### src/rtl/alien_move_scheduler_pkg.sv
// Shared definitions for the alien move scheduler: motion codes, FSM
// state encoding and default screen limits.
package alien_move_scheduler_pkg;

    localparam logic [2:0] MOT_NONE  = 3'b000;
    localparam logic [2:0] MOT_LEFT  = 3'b001;
    localparam logic [2:0] MOT_RIGHT = 3'b010;
    localparam logic [2:0] MOT_DOWN  = 3'b011;

    typedef enum logic [1:0] {
        ST_IDLE      = 2'd0,
        ST_WAIT_TICK = 2'd1,
        ST_GRANT     = 2'd2,
        ST_SAMPLE    = 2'd3
    } sched_state_t;

    localparam int DEF_X_MIN   = 0;
    localparam int DEF_X_MAX   = 200;
    localparam int DEF_Y_LIMIT = 160;

endpackage

### src/rtl/alien_move_scheduler_pos_reg.sv
// alien_pos_reg: position register for one alien.
// Ports:
//   clk, reset (async, active-low)
//   i_apply      - apply i_motion at this clock edge
//   i_motion     - 3-bit motion code
//   o_x, o_y     - registered position
//   o_can_left/o_can_right - move feasibility from registered x
//   o_illegal    - i_apply with an illegal code or blocked move
//   o_hit        - i_apply and the updated y reaches Y_LIMIT
module alien_pos_reg
    import alien_move_scheduler_pkg::*;
#(
    parameter int X_MIN   = DEF_X_MIN,
    parameter int X_MAX   = DEF_X_MAX,
    parameter int STEP_X  = 4,
    parameter int STEP_Y  = 8,
    parameter int Y_LIMIT = DEF_Y_LIMIT,
    parameter int X_INIT  = 0
) (
    input  logic       clk,
    input  logic       reset,
    input  logic       i_apply,
    input  logic [2:0] i_motion,
    output logic [7:0] o_x,
    output logic [7:0] o_y,
    output logic       o_can_left,
    output logic       o_can_right,
    output logic       o_illegal,
    output logic       o_hit
);

    logic [7:0] r_x;
    logic [7:0] r_y;
    logic [7:0] w_x_next;
    logic [7:0] w_y_next;
    logic [8:0] w_y_sum;
    logic       w_bad;

    assign o_x = r_x;
    assign o_y = r_y;

    // 9-bit compares so x+STEP_X cannot wrap past 255
    assign o_can_left  = {1'b0, r_x} >= 9'(X_MIN + STEP_X);
    assign o_can_right = ({1'b0, r_x} + 9'(STEP_X)) <= 9'(X_MAX);
    assign w_y_sum     = {1'b0, r_y} + 9'(STEP_Y);

    always_comb begin
        w_x_next = r_x;
        w_y_next = r_y;
        w_bad    = 1'b0;
        case (i_motion)
            MOT_NONE: begin
            end
            MOT_LEFT: begin
                if (o_can_left) w_x_next = r_x - 8'(STEP_X);
                else            w_bad    = 1'b1;
            end
            MOT_RIGHT: begin
                if (o_can_right) w_x_next = r_x + 8'(STEP_X);
                else             w_bad    = 1'b1;
            end
            MOT_DOWN: begin
                w_y_next = w_y_sum[8] ? 8'hFF : w_y_sum[7:0];
            end
            default: w_bad = 1'b1;
        endcase
    end

    assign o_illegal = i_apply & w_bad;
    assign o_hit     = i_apply & ({1'b0, w_y_next} >= 9'(Y_LIMIT));

    always_ff @(posedge clk or negedge reset) begin
        if (!reset) begin
            r_x <= 8'(X_INIT);
            r_y <= 8'd0;
        end else if (i_apply) begin
            r_x <= w_x_next;
            r_y <= w_y_next;
        end
    end

endmodule

### src/rtl/alien_move_scheduler.sv
// alien_move_scheduler: once per movement frame, grants each alive alien
// one enable cycle (round-robin start) and applies its motion code.
// Ports:
//   clk, reset (async, active-low), run (enable)
//   alive_i, motion_i        - per-alien alive flag / 3-bit motion code
//   enable_o                 - one-hot grant, one cycle per alien
//   can_left_o, can_right_o  - per-alien move feasibility
//   x_o, y_o                 - packed 8-bit positions
//   busy_o, frame_done_o, illegal_o, invaded_o
//
// state     | meaning
// IDLE      | stopped, waiting for run
// WAIT_TICK | counting TICK_DIV cycles to the next frame
// GRANT     | enable_o asserted for current alien
// SAMPLE    | motion of current alien applied at the end of this cycle
module alien_move_scheduler
    import alien_move_scheduler_pkg::*;
#(
    parameter int N_ALIEN        = 4,
    parameter int TICK_DIV       = 1000,
    parameter int X_MIN          = DEF_X_MIN,
    parameter int X_MAX          = DEF_X_MAX,
    parameter int STEP_X         = 4,
    parameter int STEP_Y         = 8,
    parameter int Y_LIMIT        = DEF_Y_LIMIT,
    parameter int X_INIT_SPACING = 40
) (
    input  logic                   clk,
    input  logic                   reset,
    input  logic                   run,
    input  logic [N_ALIEN-1:0]     alive_i,
    input  logic [3*N_ALIEN-1:0]   motion_i,
    output logic [N_ALIEN-1:0]     enable_o,
    output logic [N_ALIEN-1:0]     can_left_o,
    output logic [N_ALIEN-1:0]     can_right_o,
    output logic [8*N_ALIEN-1:0]   x_o,
    output logic [8*N_ALIEN-1:0]   y_o,
    output logic                   busy_o,
    output logic                   frame_done_o,
    output logic                   illegal_o,
    output logic                   invaded_o
);

    localparam int IW = (N_ALIEN > 1) ? $clog2(N_ALIEN) : 1;
    localparam int CW = $clog2(TICK_DIV + 1);

    sched_state_t      r_state;
    logic [CW-1:0]     r_cnt;
    logic [IW-1:0]     r_start;
    logic [IW-1:0]     r_off;
    logic [IW-1:0]     r_grant;
    logic              r_stop;

    logic              w_found;
    logic [IW-1:0]     w_off;
    logic [IW-1:0]     w_idx;
    logic [IW-1:0]     w_start_next;
    logic [N_ALIEN-1:0] w_onehot;
    logic [N_ALIEN-1:0] w_apply;
    logic [N_ALIEN-1:0] w_illegal;
    logic [N_ALIEN-1:0] w_hit;

    // First alive alien at scan offset >= base; offset 0 at frame start,
    // one past the current alien while sampling.
    always_comb begin
        int v_base;
        int v_idx;
        v_base  = (r_state == ST_SAMPLE) ? int'(r_off) + 1 : 0;
        v_idx   = 0;
        w_found = 1'b0;
        w_off   = '0;
        w_idx   = '0;
        for (int k = N_ALIEN - 1; k >= 0; k--) begin
            v_idx = int'(r_start) + k;
            if (v_idx >= N_ALIEN) v_idx = v_idx - N_ALIEN;
            if (k >= v_base && alive_i[IW'(v_idx)]) begin
                w_found = 1'b1;
                w_off   = IW'(k);
                w_idx   = IW'(v_idx);
            end
        end
    end

    assign w_onehot     = N_ALIEN'(1) << w_idx;
    assign w_start_next = (r_start == IW'(N_ALIEN - 1)) ? '0 : r_start + 1'b1;

    always_ff @(posedge clk or negedge reset) begin
        if (!reset) begin
            r_state      <= ST_IDLE;
            r_cnt        <= '0;
            r_start      <= '0;
            r_off        <= '0;
            r_grant      <= '0;
            r_stop       <= 1'b0;
            enable_o     <= '0;
            busy_o       <= 1'b0;
            frame_done_o <= 1'b0;
        end else begin
            enable_o     <= '0;
            frame_done_o <= 1'b0;
            case (r_state)
                ST_IDLE: begin
                    if (run) begin
                        r_state <= ST_WAIT_TICK;
                        r_cnt   <= '0;
                    end
                end
                ST_WAIT_TICK: begin
                    if (!run) begin
                        r_state <= ST_IDLE;
                    end else if (r_cnt == CW'(TICK_DIV - 1)) begin
                        r_cnt <= '0;
                        if (w_found) begin
                            r_state  <= ST_GRANT;
                            r_grant  <= w_idx;
                            r_off    <= w_off;
                            r_stop   <= 1'b0;
                            enable_o <= w_onehot;
                            busy_o   <= 1'b1;
                        end else begin
                            frame_done_o <= 1'b1;
                            r_start      <= w_start_next;
                        end
                    end else begin
                        r_cnt <= r_cnt + 1'b1;
                    end
                end
                ST_GRANT: begin
                    r_state <= ST_SAMPLE;
                    // remember a stop request so the alien still completes
                    if (!run) r_stop <= 1'b1;
                end
                ST_SAMPLE: begin
                    if (!run || r_stop) begin
                        r_state <= ST_IDLE;
                        busy_o  <= 1'b0;
                    end else if (w_found) begin
                        r_state  <= ST_GRANT;
                        r_grant  <= w_idx;
                        r_off    <= w_off;
                        enable_o <= w_onehot;
                    end else begin
                        r_state      <= ST_WAIT_TICK;
                        r_cnt        <= '0;
                        busy_o       <= 1'b0;
                        frame_done_o <= 1'b1;
                        r_start      <= w_start_next;
                    end
                end
                default: r_state <= ST_IDLE;
            endcase
        end
    end

    always_ff @(posedge clk or negedge reset) begin
        if (!reset) begin
            illegal_o <= 1'b0;
            invaded_o <= 1'b0;
        end else begin
            illegal_o <= |w_illegal;
            if (|w_hit) invaded_o <= 1'b1;
        end
    end

    for (genvar i = 0; i < N_ALIEN; i++) begin : g_alien
        assign w_apply[i] = (r_state == ST_SAMPLE) && (r_grant == IW'(i));

        alien_pos_reg #(
            .X_MIN   (X_MIN),
            .X_MAX   (X_MAX),
            .STEP_X  (STEP_X),
            .STEP_Y  (STEP_Y),
            .Y_LIMIT (Y_LIMIT),
            .X_INIT  (i * X_INIT_SPACING)
        ) u_pos (
            .clk         (clk),
            .reset       (reset),
            .i_apply     (w_apply[i]),
            .i_motion    (motion_i[3*i +: 3]),
            .o_x         (x_o[8*i +: 8]),
            .o_y         (y_o[8*i +: 8]),
            .o_can_left  (can_left_o[i]),
            .o_can_right (can_right_o[i]),
            .o_illegal   (w_illegal[i]),
            .o_hit       (w_hit[i])
        );
    end

endmodule
### config.mk
export PLATFORM = sky130hd
export DESIGN_NAME = alien_move_scheduler
export DESIGN_NICKNAME = d
export VERILOG_FILES = /design/src/rtl/alien_move_scheduler_pkg.sv /design/src/rtl/alien_move_scheduler_pos_reg.sv /design/src/rtl/alien_move_scheduler.sv
export SDC_FILE = /design/constraint.sdc
export NUM_CORES = 1
export LEC_CHECK = 0
export BUFFER_PORTS_ARGS = -buffer_cell sky130_fd_sc_hd__buf_2
export CORE_ASPECT_RATIO = 1.5
export CORE_MARGIN = 5
export CORE_UTILIZATION = 50
export CTS_CLUSTER_SIZE = 10
export DETAILED_ROUTE_END_ITERATION = 16
export GPL_TIMING_DRIVEN = 1
export PLACE_DENSITY_LB_ADDON = 0.2
export SLEW_MARGIN = 20
export SYNTH_ARGS = -nofsm -noshare
export SYNTH_HDL_FRONTEND = slang
export SYNTH_HIERARCHICAL = 1
export SYNTH_SLANG_ARGS = --single-unit
### constraint.sdc
create_clock -name clk -period 3.4 [get_ports clk]
set_input_delay 0.68 -clock clk [delete_from_list [all_inputs] [get_ports clk]]
set_output_delay 0.68 -clock clk [all_outputs]
set_load 0.005 [all_outputs]
==> flow_metrics.py, run 1 <==
metrics = {
    "final_layout": {
        "fin_cells": 953,
        "area_growth_pct": 12.1,
        "seq_area_sq_mm": 0.00209,
        "fillers": 1130,
        "final_nets": 834,
        "utilization_pct": 57.1,
        "antenna_cells": 0,
        "drive_gt1_share_pct": 22.7,
        "multi_input_area_sq_mm": 0.00384,
    },
    "placement": {
        "io_buffers": 90,
        "hpwl_microns": 11800,
        "gp_congestion": 0.898,
        "dp_cells": 931,
        "dp_slack_ns": 0.294,
    },
    "synthesis": {
        "avgSynthCellArea_sq_um": 8.84,
        "synthArstFlopShare_pct": 100,
        "synth_flop_cell": "dfrtp_1",
        "synth-edff-count": 0,
        "synth.distinct_cells": 83,
        "ys_seq_area_share_pct": 32.9,
        "yosys_warnings": 6,
        "synth.area.mux_share_pct": 3.28,
        "synth_compound_area_share_pct": 20.5,
        "synth_cells": 717,
        "synthXorXnorAreaFrac_pct": 2.62,
        "synth-adder-area-share_pct": 4.54,
        "synth-simple-area-share_pct": 29.1,
        "yosys-top-cells-area": "dfrtp_1 (30%), ha_1 (4.5%), nand2_1 (4.1%), nand3_1 (3.9%), dfstp_2 (3.3%)",
        "synth_top_cell_by_area": "dfrtp_1",
        "synth_top_family_by_area": "simple AND/OR/NAND/NOR gates",
        "synth_top_cell_area_share_pct": 29.6,
        "synth.most_common_cell": "dfrtp_1",
        "syn_area_sq_mm": 0.00634,
        "synth_common_cells": "dfrtp_1 (75), nand2_1 (70), nor2_1 (53), nand3_1 (49), a21oi_1 (41)",
        "ys_seq_elements": 83,
    },
    "route": {
        "wirelength_microns": 15500,
        "drc": 0,
        "drtIter0Drc": 268,
        "vias_per_cell": 6.01,
        "antenna_left": 0,
        "first_pass_iters": 5,
        "vias": 5723,
        "wl_per_cell_microns": 16.3,
    },
    "power": {
        "power_leakage_nw": 3.29,
        "internal_power_w": 0.00170,
        "switching_share_pct": 22.3,
        "p_clk_share_pct": 48.8,
        "irDropWorstVdd_uv": 205,
        "switchingPower_w": 0.000489,
        "pwr-share-seq_pct": 45.8,
        "combPwrFrac_pct": 5.3,
        "p_per_area_mw_per_mm2": 309,
    },
    "critical_path": {
        "crit_family": "simple AND/OR/NAND/NOR gates",
        "cp.arrival_ns": 2.58,
        "worstPathCellList": "inv_1 > ha_1 > o41ai_4 > nor4b_2 > or3_4 > a22oi_2 > inv_1 > buf_2",
        "start_kind": "flip-flop",
        "max_stage_delay_ns": 0.45,
        "critPathBufInv": 3,
        "endpoint_kind": "primary output",
        "rrSetupSlack_ns": 0.34,
        "cpMostUsedCell": "inv_1",
        "cp_slowest_cell": "dfrtp_2",
        "critPathMaxFanout": 10,
        "cp.required_ns": 2.72,
        "worstSetupPathType": "reg2out",
    },
    "sta": {
        "hold_violations": 0,
        "period_needed_ns": 3.26,
        "maxSlewViolCount": 0,
        "final.setup.worst_slack_ns": 0.143,
        "finalSetupViolations": 0,
        "slew_headroom_pct": 38.0,
        "worstMarginPinSlew_ns": 0.926,
        "period_share_pct": 95.8,
        "fmax_mhz": 307,
        "fin_skew_ns": 0.00488,
    },
    "cts": {
        "worstSkewPairLatency_ns": 0.34,
        "cts_hold_buf": 0,
        "cts_buffers": 9,
        "cts_tree": "done",
        "root_buffer": "clkbuf_16",
        "clk_pin_slew_ns": 0.06,
        "cts_buffer_depth": 2,
        "clkSinkCount": 83,
        "htreeDepth": 3,
    },
    "global_routing": {
        "grt_pass1_wl_microns": 25900,
        "grt_usage_pct": 20.9,
        "grt_max_degree": 51,
        "antenna_found_initial": 0,
        "overflow": 0,
        "grt_pass1_vias": 5543,
    },
    "die": {
        "core_sq_mm": 0.0124,
        "rows": 50,
        "die-area_sq_mm": 0.0151,
        "fp.dieW_microns": 102,
        "die_y_microns": 148,
        "io_pins": 99,
        "initial_core_util_pct": 50.9,
    },
    "worst_hold_path": {
        "hp-class": "in2async",
    },
    "flow_run": {
        "cap_violations": 0,
    },
    "run_status": {
        "status": "finished clean",
    },
}
worst paths after layout:
path                                               from                       to  cells past startpoint
worst min-delay path                              reset  g_alien[2].u_pos/o_x[5]                      1
max in group asynchronous                         reset  g_alien[1].u_pos/o_x[3]                      2
worst max register to register  g_alien[0].u_pos/o_x[3]                illegal_o                     10
worst max-delay path            g_alien[0].u_pos/o_x[3]           can_right_o[0]                      8
worst min register to register  g_alien[1].u_pos/o_y[0]  g_alien[1].u_pos/o_y[0]                      1
min in group clk                g_alien[1].u_pos/o_y[0]  g_alien[1].u_pos/o_y[0]                      1
logic make-up after synthesis:
family,after synthesis
buffers and inverters,73
AND/OR/NAND/NOR,327
multiplexers,15
XOR/XNOR,19
flip-flops,83
other,4
AO/OA/AOI/OAI,173
adder cells (fa/ha/maj),23
state kept, by name (all words and copies together), names as in the netlist:
| register | flops |
|---|---|
| g_alien.u_pos/o_y | 32 |
| g_alien.u_pos/o_x | 24 |
| r_cnt | 10 |
| enable_o | 4 |
| r_grant | 2 |
| r_off | 2 |
| r_start | 2 |
| r_state | 2 |
| busy_o | 1 |
| frame_done_o | 1 |
| illegal_o | 1 |
| invaded_o | 1 |
| r_stop | 1 |
cell type report:
type / instances / share of cell area (%)
well taps: 156 / 2.75
inverters: 34 / 1.80
repair buffers: 99 / 7.33
multi-input cells: 565 / 54.1
clock buffers: 11 / 3.42
clock inverters: 5 / 1.20
flip-flops and latches: 83 / 29.4
timing repair:
item / in CTS / in global routing
pin swaps: 1 / 2
setup buffers: 1 / 5
endpoints found under the setup margin: 3 / 3
gates resized for setup: 3 / 2
layer usage:
metal  vias up  track usage (%)  part of all wire [%]
met4         0             9.59                   3.4
met2       148             35.9                    51
met3        39             4.11                   5.4
li1       2788                -                     -
met1      2748             24.9                    40
met5         -                0                     0
per-stage QoR:
step / TNS (ns) / hold WS (ns) / power (W) / instance area, sq um
2_1_floorplan: 0 / 0.384 / 0.00109 / 6350
3_3_place_gp: 0 / 0.446 / 0.00114 / 6720
3_5_place_dp: 0 / 0.448 / 0.00114 / 6720
4_1_cts: 0 / 0.395 / 0.00223 / 7060
5_1_grt: -0.00864 / 0.438 / 0.00229 / 7100
6_report: 0 / 0.367 / 0.00219 / 7100
cells in the final DEF (no fill, tap or decap), types with 6 or more instances in the layout:
master | Yosys | layout
dfstp_2 | 8 | 8
dfrtp_1 | 75 | 71
and3_1 | 16 | 16
or2_2 | 6 | 6
o21ai_0 | 27 | 27
a21oi_1 | 41 | 41
nor3b_1 | 15 | 15
conb_1 | 4 | 8
nor2b_1 | 6 | 6
a21boi_0 | 6 | 6
nand2_1 | 70 | 70
xnor2_1 | 10 | 10
ha_1 | 23 | 22
nor2_1 | 53 | 53
o21a_1 | 6 | 6
inv_1 | 34 | 34
buf_2 | 4 | 89
clkbuf_16 | 0 | 9
a21o_1 | 6 | 6
o21ai_1 | 15 | 15
o31ai_1 | 6 | 6
a31oi_1 | 10 | 10
nand2b_1 | 16 | 16
o211ai_1 | 6 | 6
o41ai_4 | 6 | 6
nand4_1 | 26 | 26
buf_4 | 16 | 10
nor3_1 | 11 | 11
nand3_1 | 49 | 49
xor2_1 | 9 | 9
power groups by stage:
stage                     Combinational [W]  Clock (W)  Sequential, W
final                              0.000117    0.00107        0.00101
after global routing               0.000135    0.00115        0.00101
after CTS                          0.000119    0.00110        0.00101
after detailed placement           0.000119          0        0.00102
after global placement             0.000115          0        0.00102
after floorplan                   0.0000745          0        0.00102
worst reg2reg max path: stages (launching register included):
cell and delay, ns:
dfrtp_2 0.45, inv_1 0.13, ha_1 0.41, o41ai_4 0.28, nor4b_2 0.11, a21oi_1 0.32, a22oi_2 0.14, buf_4 0.17
and3b_1 0.15, o31a_1 0.29, or4_1 0.49
No activity file was read; power rests on OpenSTA's default activity.
==> run 2: changes to the inputs <==
--- a/config.mk
+++ b/config.mk
@@ -6,7 +6,7 @@
 export NUM_CORES = 1
 export LEC_CHECK = 0
 export BUFFER_PORTS_ARGS = -buffer_cell sky130_fd_sc_hd__buf_2
-export CORE_ASPECT_RATIO = 1.5
+export CORE_ASPECT_RATIO = 0.5
 export CORE_MARGIN = 5
 export CORE_UTILIZATION = 50
 export CTS_CLUSTER_SIZE = 10
==> run 2 against run 1 <==
Against the previous run:
- global-route usage fell by 1.2 points
- wire length fell by 2.0%
- flip-flop and latch count did not move
- critical path depth did not move
- sequential power barely moved
- clock power barely moved
- clock skew rose by 0.0052 ns
- maximum frequency fell by 0.86%
- die area rose by 0.60%
- register-to-register slack got worse by 0.04 ns
==> flow_metrics.py, run 2 (synthesis results as in run 1) <==
metrics = {
    "run_status": {
        "status": "finished clean",
    },
    "route": {
        "wirelength_microns": 15200,
        "vias_per_cell": 5.79,
        "drc": 0,
        "antenna_left": 0,
        "vias": 5574,
        "drtIter0Drc": 352,
        "wl_per_cell_microns": 15.8,
        "first_pass_iters": 5,
    },
    "critical_path": {
        "cp.required_ns": 2.72,
        "cp.arrival_ns": 2.61,
        "worstSetupPathType": "reg2out",
        "critPathMaxFanout": 10,
        "reg2reg_from": "g_alien[1].u_pos/o_x[3]",
        "r2r-end": "illegal_o",
        "worstRegToRegCells": 10,
        "endpoint_kind": "primary output",
        "start_kind": "flip-flop",
        "rrSetupSlack_ns": 0.30,
    },
    "sta": {
        "hold_violations": 0,
        "period_needed_ns": 3.29,
        "rsz0062_at_grt": "false",
        "worstMarginPinSlew_ns": 0.968,
        "tns_ns": 0,
        "fmax_mhz": 304,
        "finalSetupViolations": 0,
        "maxSlewViolCount": 0,
        "holdWs_ns": 0.355,
        "fin_skew_ns": 0.0101,
        "slew_headroom_pct": 35.1,
        "period_share_pct": 96.6,
    },
    "global_routing": {
        "grt_usage_pct": 19.8,
        "overflow": 0,
        "grt_max_degree": 84,
        "grt_pass1_wl_microns": 24900,
        "grt_pass1_vias": 5253,
        "antenna_found_initial": 0,
    },
    "flow_run": {
        "cap_violations": 0,
    },
    "final_layout": {
        "layout_common_cells": "buf_2 (89), dfrtp_1 (71), nand2_1 (70), nor2_1 (53), nand3_1 (49)",
        "largest_register_ffs": 32,
        "seq_area_sq_mm": 0.00209,
        "finalInstanceArea_sq_mm": 0.00708,
        "fillers": 1127,
        "multi_input_area_sq_mm": 0.00384,
        "final_common_cell": "buf_2",
        "final_nets": 829,
        "drive_gt1_share_pct": 22.6,
        "area_growth_pct": 11.7,
        "antenna_cells": 0,
        "fin_cells": 962,
    },
    "die": {
        "io_pins": 99,
        "core_sq_mm": 0.0126,
        "rows": 29,
        "initial_core_util_pct": 50.5,
        "die_y_microns": 89.6,
        "die-area_sq_mm": 0.0152,
        "fp.dieW_microns": 169,
    },
    "cts": {
        "root_buffer": "clkbuf_16",
        "clkSinkCount": 83,
        "clk_pin_slew_ns": 0.07,
        "cts_buffer_depth": 2,
        "cts_hold_buf": 0,
        "cts_buffers": 9,
        "worstSkewPairLatency_ns": 0.34,
        "cts_tree": "done",
        "htreeDepth": 3,
    },
    "placement": {
        "dp_cells": 943,
        "gp_congestion": 0.940,
        "hpwl_microns": 11100,
        "dpl_cell_area_sq_mm": 0.00673,
        "io_buffers": 90,
    },
    "worst_hold_path": {
        "hp-class": "in2async",
    },
    "power": {
        "irDropWorstVdd_uv": 241,
        "p_per_area_mw_per_mm2": 305,
        "power_leakage_nw": 3.26,
    },
}
[run 2: metal layers]
metal	wire [microns]	GRT usage, %
met1	7290	26.6
met2	6980	33.3
met3	821	3.89
met4	112	5.33
met5	0	0
[run 2: per-stage QoR]
step | power, W | utilization [%] | worst slack, ns
2_1_floorplan | 0.00109 | - | 0.551
3_3_place_gp | 0.00114 | 53.6 | 0.355
3_5_place_dp | 0.00114 | 53.6 | 0.311
4_1_cts | 0.00219 | 56.2 | 0.00150
5_1_grt | 0.00224 | 56.4 | 0.00754
6_report | 0.00216 | 56.4 | 0.115
[run 2: worst max path at each step]
stage | startpoint | endpoint | depth (start not counted)
floorplan | g_alien[1].u_pos/o_x[3] | illegal_o | 9
global placement | g_alien[1].u_pos/o_x[3] | can_right_o[1] | 8
detailed placement | g_alien[1].u_pos/o_x[3] | can_right_o[1] | 8
CTS | g_alien[2].u_pos/o_x[3] | can_right_o[2] | 8
global route | g_alien[0].u_pos/o_x[3] | can_right_o[0] | 8
finish | g_alien[0].u_pos/o_x[3] | can_right_o[0] | 8
[run 2: cell type report]
| type | instances | area share [%] |
|---|---|---|
| timing repair buffer | 94 | 6.87 |
| inverter | 34 | 1.80 |
| clock buffer | 12 | 3.76 |
| sequential | 83 | 29.5 |
| tap | 170 | 3.00 |
| multi-input combinational | 565 | 54.3 |
| clock inverter | 4 | 0.777 |
[run 2: power by group]
part	total, W	internal [W]	switching [W]
combinational	0.000116	0.0000395	0.0000769
sequential	0.00101	0.000996	0.00000964
clock	0.00104	0.000635	0.000404
total	0.00216	0.00167	0.000491
[run 2: worst max-delay path, cell delays in order, from the launching register on]
cell	delay [ns]
dfrtp_2	0.45
inv_1	0.13
ha_1	0.41
o41ai_4	0.28
nor4b_2	0.10
or3_4	0.42
a22oi_2	0.28
inv_1	0.06
buf_2	0.13
[run 2: timing repair]
item                       CTS  global route
setup buffers                1             2
gates resized for setup      2             5
pin swaps                    1             2
setup endpoints to repair    2             3
